[src/rtl/divisor_seq.sv]
// Sequential restoring divider: one quotient bit per clock, one-cycle done pulse, divide-by-zero flag.
// Optional DIVISOR_SEQ_AUTOREPEAT_EN: restart straight from DONE while init stays high.
module divisor_seq #(
    parameter int WIDTH = 3
) (
    input  logic             clk,
    input  logic             rst,
    input  logic             init,
    input  logic [WIDTH-1:0] DV,
    input  logic [WIDTH-1:0] DR,
    output logic [WIDTH-1:0] C,
    output logic [WIDTH-1:0] R,
    output logic             done,
    output logic             busy,
    output logic             err
);

    localparam int CW = $clog2(WIDTH + 1);

    typedef enum logic [1:0] {
        S_IDLE = 2'd0,
        S_CALC = 2'd1,
        S_DONE = 2'd2
    } state_t;

    state_t           r_state;
    logic             r_init_d;
    logic [WIDTH-1:0] r_q;
    logic [WIDTH-1:0] r_div;
    logic [WIDTH:0]   r_rem;
    logic [CW-1:0]    r_cnt;
    logic             r_zero;
    logic [WIDTH-1:0] r_c;
    logic [WIDTH-1:0] r_r;
    logic             r_done;
    logic             r_busy;
    logic             r_err;

    logic [WIDTH:0]   w_shift;
    logic             w_ge;
    logic [WIDTH:0]   w_rem_next;
    logic [WIDTH:0]   w_q_ext;
    logic             w_rise;

    assign C    = r_c;
    assign R    = r_r;
    assign done = r_done;
    assign busy = r_busy;
    assign err  = r_err;

    // One restoring step: shift in the next dividend bit, subtract if it fits.
    always_comb begin
        w_shift    = {r_rem[WIDTH-1:0], r_q[WIDTH-1]};
        w_ge       = (w_shift >= {1'b0, r_div});
        w_rem_next = w_shift;
        if (w_ge) begin
            w_rem_next = w_shift - {1'b0, r_div};
        end else begin
            w_rem_next = w_shift;
        end
        w_q_ext = {r_q, w_ge};
        w_rise  = init & ~r_init_d;
    end

    // Divider FSM with registered results; DONE publishes results on its exit edge.
    always_ff @(posedge clk) begin
        if (rst) begin
            r_state  <= S_IDLE;
            r_init_d <= 1'b0;
            r_q      <= '0;
            r_div    <= '0;
            r_rem    <= '0;
            r_cnt    <= '0;
            r_zero   <= 1'b0;
            r_c      <= '0;
            r_r      <= '0;
            r_done   <= 1'b0;
            r_busy   <= 1'b0;
            r_err    <= 1'b0;
        end else begin
            r_init_d <= init;
            r_done   <= 1'b0;
            case (r_state)
                S_IDLE: begin
                    r_busy <= 1'b0;
                    // r_busy still set here means this is the done cycle, where new requests are dropped.
                    if (w_rise && !r_busy) begin
                        r_busy <= 1'b1;
                        if (DR == '0) begin
                            r_q     <= '1;
                            r_rem   <= {1'b0, DV};
                            r_zero  <= 1'b1;
                            r_state <= S_DONE;
                        end else begin
                            r_q     <= DV;
                            r_div   <= DR;
                            r_rem   <= '0;
                            r_cnt   <= CW'(WIDTH);
                            r_zero  <= 1'b0;
                            r_state <= S_CALC;
                        end
                    end else begin
                        r_state <= S_IDLE;
                    end
                end
                S_CALC: begin
                    r_q   <= w_q_ext[WIDTH-1:0];
                    r_rem <= w_rem_next;
                    r_cnt <= r_cnt - CW'(1);
                    if (r_cnt == CW'(1)) begin
                        r_state <= S_DONE;
                    end else begin
                        r_state <= S_CALC;
                    end
                end
                S_DONE: begin
                    r_c    <= r_q;
                    r_r    <= r_rem[WIDTH-1:0];
                    r_err  <= r_zero;
                    r_done <= 1'b1;
`ifdef DIVISOR_SEQ_AUTOREPEAT_EN
                    if (init) begin
                        if (DR == '0) begin
                            r_q     <= '1;
                            r_rem   <= {1'b0, DV};
                            r_zero  <= 1'b1;
                            r_state <= S_DONE;
                        end else begin
                            r_q     <= DV;
                            r_div   <= DR;
                            r_rem   <= '0;
                            r_cnt   <= CW'(WIDTH);
                            r_zero  <= 1'b0;
                            r_state <= S_CALC;
                        end
                    end else begin
                        r_state <= S_IDLE;
                    end
`else
                    r_state <= S_IDLE;
`endif
                end
                default: begin
                    r_state <= S_IDLE;
                    r_busy  <= 1'b0;
                end
            endcase
        end
    end

endmodule

[config.mk]
export PLATFORM = sky130hd
export DESIGN_NAME = divisor_seq
export DESIGN_NICKNAME = d
export VERILOG_FILES = /design/src/rtl/divisor_seq.sv
export SDC_FILE = /design/constraint.sdc
export NUM_CORES = 1
export LEC_CHECK = 0
export BUFFER_PORTS_ARGS = -buffer_cell sky130_fd_sc_hd__buf_2
export CAP_MARGIN = 40
export CORE_UTILIZATION = 54
export DETAILED_ROUTE_END_ITERATION = 16
export GPL_ROUTABILITY_DRIVEN = 0
export GPL_TIMING_DRIVEN = 0
export PLACE_DENSITY = 0.76
export SYNTH_ARGS = -nofsm -noshare
export SYNTH_HDL_FRONTEND = slang
export SYNTH_SLANG_ARGS = --single-unit
[constraint.sdc]
create_clock -name clk -period 2.3 [get_ports clk]
set_input_delay 0.46 -clock clk [delete_from_list [all_inputs] [get_ports clk]]
set_output_delay 0.46 -clock clk [all_outputs]
set_load 0.02 [all_outputs]
# Word level (Yosys, flattened, before mapping)
# Cells that the tools add are included.
op_classes:
  addsub: 2
  reduce_logical: 10
  bitwise: 3
  n_mux: 18
  magnitude_cmp: 1
  n_eq_ne: 5
ops:
  columns: ["operator", "n"]
  rows:
  - ["two-way mux 3 bit", 5]
  - ["one-hot mux 3 bit (2 select lines)", 2]
  - ["two-way mux 2 bit", 5]
  - ["one-hot mux 2 bit (2 select lines)", 2]
  - ["AND reduction 3 bit", 2]
  - ["equality test 2 x 1 -> 1 bit (second input constant)", 2]
  - [">= comparator 4 x 3 -> 1 bit", 1]
  - ["!= test 2 bit (second input constant)", 2]
  - ["AND reduction 2 bit", 2]
  - ["logical NOT 3 bit", 1]
  - ["two-way mux 1 bit", 3]
  - ["subtractor 3 bit", 1]
  - ["equality test 2 bit (second input constant)", 1]
  - ["logical NOT 2 bit", 1]
  - ["inverter 1 bit", 2]
  - ["one-hot mux 1 bit (2 select lines)", 1]
  - ["nonzero test 2 bit", 1]
  - ["OR reduction 2 bit", 1]
  - ["subtractor 2 x 1 -> 2 bit (second input constant)", 1]
  - ["AND 1 bit", 1]
  - ["logical AND 1 bit", 1]
  - ["logical NOT 1 bit", 1]
word_totals:
  elab_cells: 51
  register_bits: 24

# Logic depth before layout (Yosys ltp)
# Gate-level depths: netlist of run 1.
depth:
  depth_word: 5
  mapped_depth: 7
  depth_no_buf: 7

# Least setup slack after synthesis of run 1
# No wires, ideal clock.
synth_path:
  path_type: "register to register"
  startpoint: "reg r_q[2]"
  endpoint: "reg r_rem[0]"
  setup_time_ps: 86
  stages_incl_launch_ff: 8
  path_buffers: 0
  setup_slack_ps: 389
  arrival_ps: 1825
  required_ps: 2214
  path_cell_list: "dfxtp_1 inv_1 ha_1 fa_1 a21boi_1 o21a_1 a221o_1 a221oi_2"
synth_between:
  elab_chain_cells: 3
  elab_cells_between_ends: 4
  cone_classes: "add/sub (1); order compare (1); mux (2)"
synth_rtl:
  columns: ["element", "line", "rtl"]
  rows:
  - ["start: declaration", "28", "logic [WIDTH-1:0] r_q;"]
  - ["start signal: assignment", "107", "r_q <= w_q_ext[WIDTH-1:0];"]
  - [">= comparator 4 x 3 -> 1 bit / subtractor 3 bit (equally long branches)", "54, 57", null]
  - ["two-way mux 3 bit *", "56", "if (w_ge) begin"]
  - ["one-hot mux 3 bit (2 select lines) *", "83", "case (r_state)"]
  - ["end signal: assignment", "91", "r_rem <= {1'b0, DV};"]
  - ["end signal: assignment", "108", "r_rem <= w_rem_next;"]
  - ["end: declaration", "30", "logic [WIDTH:0] r_rem;"]
# Mark *: on every way between the ends. The rest lies on a longest branch, timed or not.
# A chain may end at the register's enable or synchronous reset.

# Worst setup path after layout of run 1
# Same ends and word-level chain as after synthesis.

==> results of run 1 <==
==> power breakdown <==
part	internal, W	switching, W	total [W]
clock	0.000176	0.000128	0.000305
sequential	0.000444	0.0000235	0.000468
combinational	0.0000992	0.000125	0.000224
==> synth_stat cells (all sizes together) <==
cell type	n	share of area (%)
buf	2	1.4
nand4bb	1	2.3
a311oi	2	1.5
or2	1	0.53
o21a	1	0.64
and4bb	1	1.1
and2	1	0.74
nor2	18	5.7
nor2b	5	2.6
or3	3	1.6
a21oi	8	3.7
nand2	10	3.2
inv	10	3.2
o21ai	2	0.85
a2111oi	2	1.6
a22oi	3	1.9
clkbuf	3	0.95
nor4	1	0.53
dfxtp	24	41
a211o	1	0.74
o211ai	4	2.5
mux2i	7	5.9
a211oi	1	0.64
fa	1	1.7
nand2b	2	1.3
a21boi	1	0.64
nor3	4	1.7
ha	7	7.4
a221oi	2	2.0
a221o	1	0.85
==> routing by layer <==
layer,global-route usage [%],share of wire [%],up-vias
met5,0,0,-
met4,6.37,1.5,0
met3,4.05,3.3,5
met2,36.8,47,18
met1,29.0,48,470
li1,-,-,496
==> area by class of cell <==
class                   instances  share of cell area, %
well taps                      27                   2.50
clock inverters                 1                   2.22
repair buffers                 17                   6.28
multi-input cells              90                   47.0
flip-flops and latches         24                   35.5
inverters                      10                   2.77
clock buffers                   3                   1.66
plain buffers                   5                   2.03
==> worst paths after layout <==
check	depth (start not counted)	slack [ps]	end	from
setup reg to reg	7	170	r_rem[0]	r_q[2]
hold / removal	2	370	done	rst
hold reg to reg	2	480	r_zero	r_zero
setup / recovery	7	170	r_rem[0]	r_q[2]
==> cells by family (layout without fill, tap and decap cells) <==
logic type	Yosys count	in the layout	share of synthesized area (%)
flip-flops	24	24	40.6
adder cells (fa/ha/maj)	8	8	9.10
AO/OA/AOI/OAI	28	28	17.6
AND/OR/NAND/NOR	47	47	21.3
buffers and inverters	15	36	5.50
multiplexers	7	7	5.93
==> per-stage QoR <==
step	hold slack, ps	util, %
after floorplan	436	-
after global placement	448	65.0
after detailed placement	461	65.0
after CTS	366	67.6
after global routing	366	67.6
final	369	67.6
==> worst register-to-register path, cell delays in order (launching register included) <==
cell	delay [ps]
dfxtp_1	390
inv_1	70
ha_1	210
fa_1	420
a21boi_1	170
o21a_1	200
a221o_1	360
a221oi_2	220
==> sequential cells by signal, indices dropped and copies added, names as in the netlist <==
register  count
r_q           3
r_state       2
C             3
done          1
r_div         3
busy          1
R             3
err           1
r_init_d      1
r_cnt         2
r_rem         3
r_zero        1
==> impl_metrics.json, run 1 <==
{
  "status": "complete, no violations",
  "p_per_area_nw_per_um2": 736,
  "detail_route.first_pass.iterations": 4,
  "grt_pass1_wl_um": 4060,
  "ys_seq_area_share_pct": 40.6,
  "seq_area_um2": 480,
  "hpwl_um": 1780,
  "final_nets": 168,
  "synth_fp_nets": 146,
  "maxSlewViolCount": 0,
  "initial_core_util_pct": 59.1,
  "most-common-layout-cells": "24 x dfxtp_1, 18 x nor2_1, 18 x buf_2",
  "multi_input_area_um2": 637,
  "holdBufCountCts": 0,
  "grt_pass1_vias": 934,
  "clkSinkCount": 24,
  "pre_cts_slack_ps": 212,
  "clk_latency_ps": 320,
  "cts_resized": 0,
  "drtIter0Drc": 19,
  "synth.distinct_cells": 35,
  "final_layout_size_suffix_gt1_share_pct": 19.3,
  "ios": 18,
  "syn_to_final_growth_pct": 14.5,
  "ys_ff_latch": 24,
  "critPathSlowestCell": "fa_1",
  "die_x_um": 48.8,
  "drv_cap": 0,
  "cts_buffers": 3,
  "worst_slack_ps": 168,
  "cp_num_buf_inv": 1,
  "dpl_cell_area_um2": 1300,
  "rsz0062_at_grt": "false",
  "drc": 0,
  "cpPeakStageDelay_ps": 420,
  "rows": 16,
  "cp_top_family": "compound AO/OA/AOI/OAI gates",
  "wl_per_cell_um": 13.4,
  "cts_setup_buffers": 0,
  "grt_max_degree": 15,
  "cts_tree": "built",
  "startpoint_type": "register",
  "cp-end-kind": "register",
  "final_area_um2": 1350,
  "port_buffers": 17,
  "path_clk_slew_ps": 140,
  "antenna_found_initial": 0,
  "yosys_warnings": 0,
  "diodes": 0,
  "root_buffer": "clkbuf_4",
  "overflow": 0,
  "final_common_cell": "dfxtp_1",
  "gr-usage-all-layers_pct": 22.0,
  "htreeDepth": 1,
  "core-area_um2": 2000,
  "worst_pin_slew_ps": 577,
  "final_cells": 177,
  "crit_chain": "inv_1 -> ha_1 -> fa_1 -> a21boi_1 -> o21a_1 -> a221o_1 -> a221oi_2",
  "placedCellCount": 173,
  "postRouteAntennaNets": 0,
  "dieArea_um2": 2380,
  "hold_class": "input port to register",
  "cts_buffer_depth": 2,
  "finalCriticalPeriod_ps": 2130,
  "finalSetupViolations": 0,
  "fin_tns_setup_ps": 0,
  "synthCells": 129,
  "relSlewSlack_pct": 61.6,
  "syn_area_per_cell_um2": 9.17,
  "num-fill-cells": 174,
  "chipHeight_um": 48.8,
  "vias": 989,
  "cp_max_fo": 4,
  "netlist_area_um2": 1180,
  "p_total_w": 0.000996,
  "routed_via_density": 5.59,
  "wl_um": 2360,
  "fin_skew_ps": 10.1,
  "vdd_drop_max_mv": 0.517,
  "finalHoldViolCount": 0,
  "worstSetupPathType": "register to register",
  "fin_crit_sh_pct": 92.7,
  "fmax_mhz": 469,
  "cp.arrival_ps": 2360,
  "worstPathRequired_ps": 2530,
  "p_leak_nw": 0.546
}
Note: power is estimated with default switching activity, not from simulation.
==> run 2: changes to the inputs <==
- REMOVE_ABC_BUFFERS: default -> 1
- SKIP_CTS_REPAIR_TIMING: default -> 1
==> impl_metrics.json, run 2 (synthesis results as in run 1) <==
{
  "status": "complete, no violations",
  "core-area_um2": 2000,
  "crit_chain": "inv_1 -> ha_1 -> fa_1 -> a21boi_1 -> o21a_1 -> a221o_1 -> a221oi_2",
  "diodes": 0,
  "rows": 16,
  "wl_um": 2370,
  "cpPeakStageDelay_ps": 420,
  "final_util_pct": 65.7,
  "chipHeight_um": 48.8,
  "clk_latency_ps": 310,
  "placedCellCount": 168,
  "port_buffers": 17,
  "clkSinkCount": 24,
  "cts_buffers": 3,
  "grt_max_degree": 25,
  "syn_to_final_growth_pct": 11.2,
  "vias": 962,
  "p_total_w": 0.000916,
  "gr-usage-all-layers_pct": 22.9,
  "finalHoldViolCount": 0,
  "final_layout_size_suffix_gt1_share_pct": 19.3,
  "maxSlewViolCount": 0,
  "drv_cap": 0,
  "p_per_area_nw_per_um2": 696,
  "htreeDepth": 1,
  "cts_buffer_depth": 2,
  "vdd_drop_max_mv": 0.375,
  "fin_skew_ps": 3.44,
  "wl_per_cell_um": 13.8,
  "rsz0062_at_grt": "false",
  "relSlewSlack_pct": 60.0,
  "overflow": 0,
  "drtIter0Drc": 23,
  "root_buffer": "clkbuf_4",
  "grt_pass1_wl_um": 4280,
  "final_common_cell": "dfxtp_1",
  "p_leak_nw": 0.525,
  "ios": 18,
  "fin_tns_setup_ps": 0,
  "dieArea_um2": 2380,
  "path_clk_slew_ps": 140,
  "final_nets": 163,
  "finalSetupViolations": 0,
  "initial_core_util_pct": 59.1,
  "hold_class": "input port to register",
  "antenna_found_initial": 0,
  "fin_crit_sh_pct": 93.5,
  "cp.arrival_ps": 2390,
  "detail_route.first_pass.iterations": 4,
  "worstPathRequired_ps": 2540,
  "drc": 0,
  "num-fill-cells": 168,
  "final_cells": 172,
  "hpwl_um": 1750,
  "worst_pin_slew_ps": 584,
  "startpoint_type": "register",
  "critPathSlowestCell": "fa_1",
  "most-common-layout-cells": "24 x dfxtp_1, 18 x nor2_1, 17 x buf_2",
  "cp_max_fo": 4,
  "fmax_mhz": 465,
  "postRouteAntennaNets": 0,
  "cts_tree": "built",
  "cp-end-kind": "register",
  "routed_via_density": 5.59,
  "worstSetupPathType": "register to register",
  "finalCriticalPeriod_ps": 2150,
  "grt_pass1_vias": 1003,
  "die_x_um": 48.8
}
run 2: final cells by class:
type                       count  area [um2]  area share (%)
clock buffer                   4        36.3            2.76
timing repair buffer          17        85.1            6.47
tap                           27        33.8            2.57
multi-input combinational     90         642            48.8
inverter                      10        37.5            2.85
sequential                    24         480            36.5
run 2: worst paths after layout:
path         startpoint        to  slack [ps]  cells past startpoint
max              r_q[2]  r_rem[0]         150                      7
min               DV[1]  r_rem[1]         410                      3
max reg2reg      r_q[2]  r_rem[0]         150                      7
min reg2reg      r_zero    r_zero         470                      2
run 2: per-stage QoR:
step	setup WS, ps	cell area, um2	hold WS [ps]
after floorplan	389	1150	430
after global placement	255	1270	445
after detailed placement	195	1270	453
after CTS	153	1310	408
after global routing	55.2	1320	414
final	149	1320	410
run 2: routing by layer:
metal	vias up	global-route usage, %	part of all wire, %	wire length (um)
met5	-	0	0	0
met4	0	8.82	0.80	19
met3	4	3.12	2.7	65
met2	19	39.1	50	1180
met1	451	29.1	47	1110
li1	488	-	-	-
run 2: report_power, final:
part	switching (W)	internal (W)
clock	0.000130	0.0000967
combinational	0.000126	0.0000943
sequential	0.0000241	0.000444
run 2: worst max-delay path: cells and delay by family, from the launching register on:
kind,cells,cell delay (ps)
compound gates,4,960
fa+ha+maj,2,630
buf+inv,1,90
flops,1,390
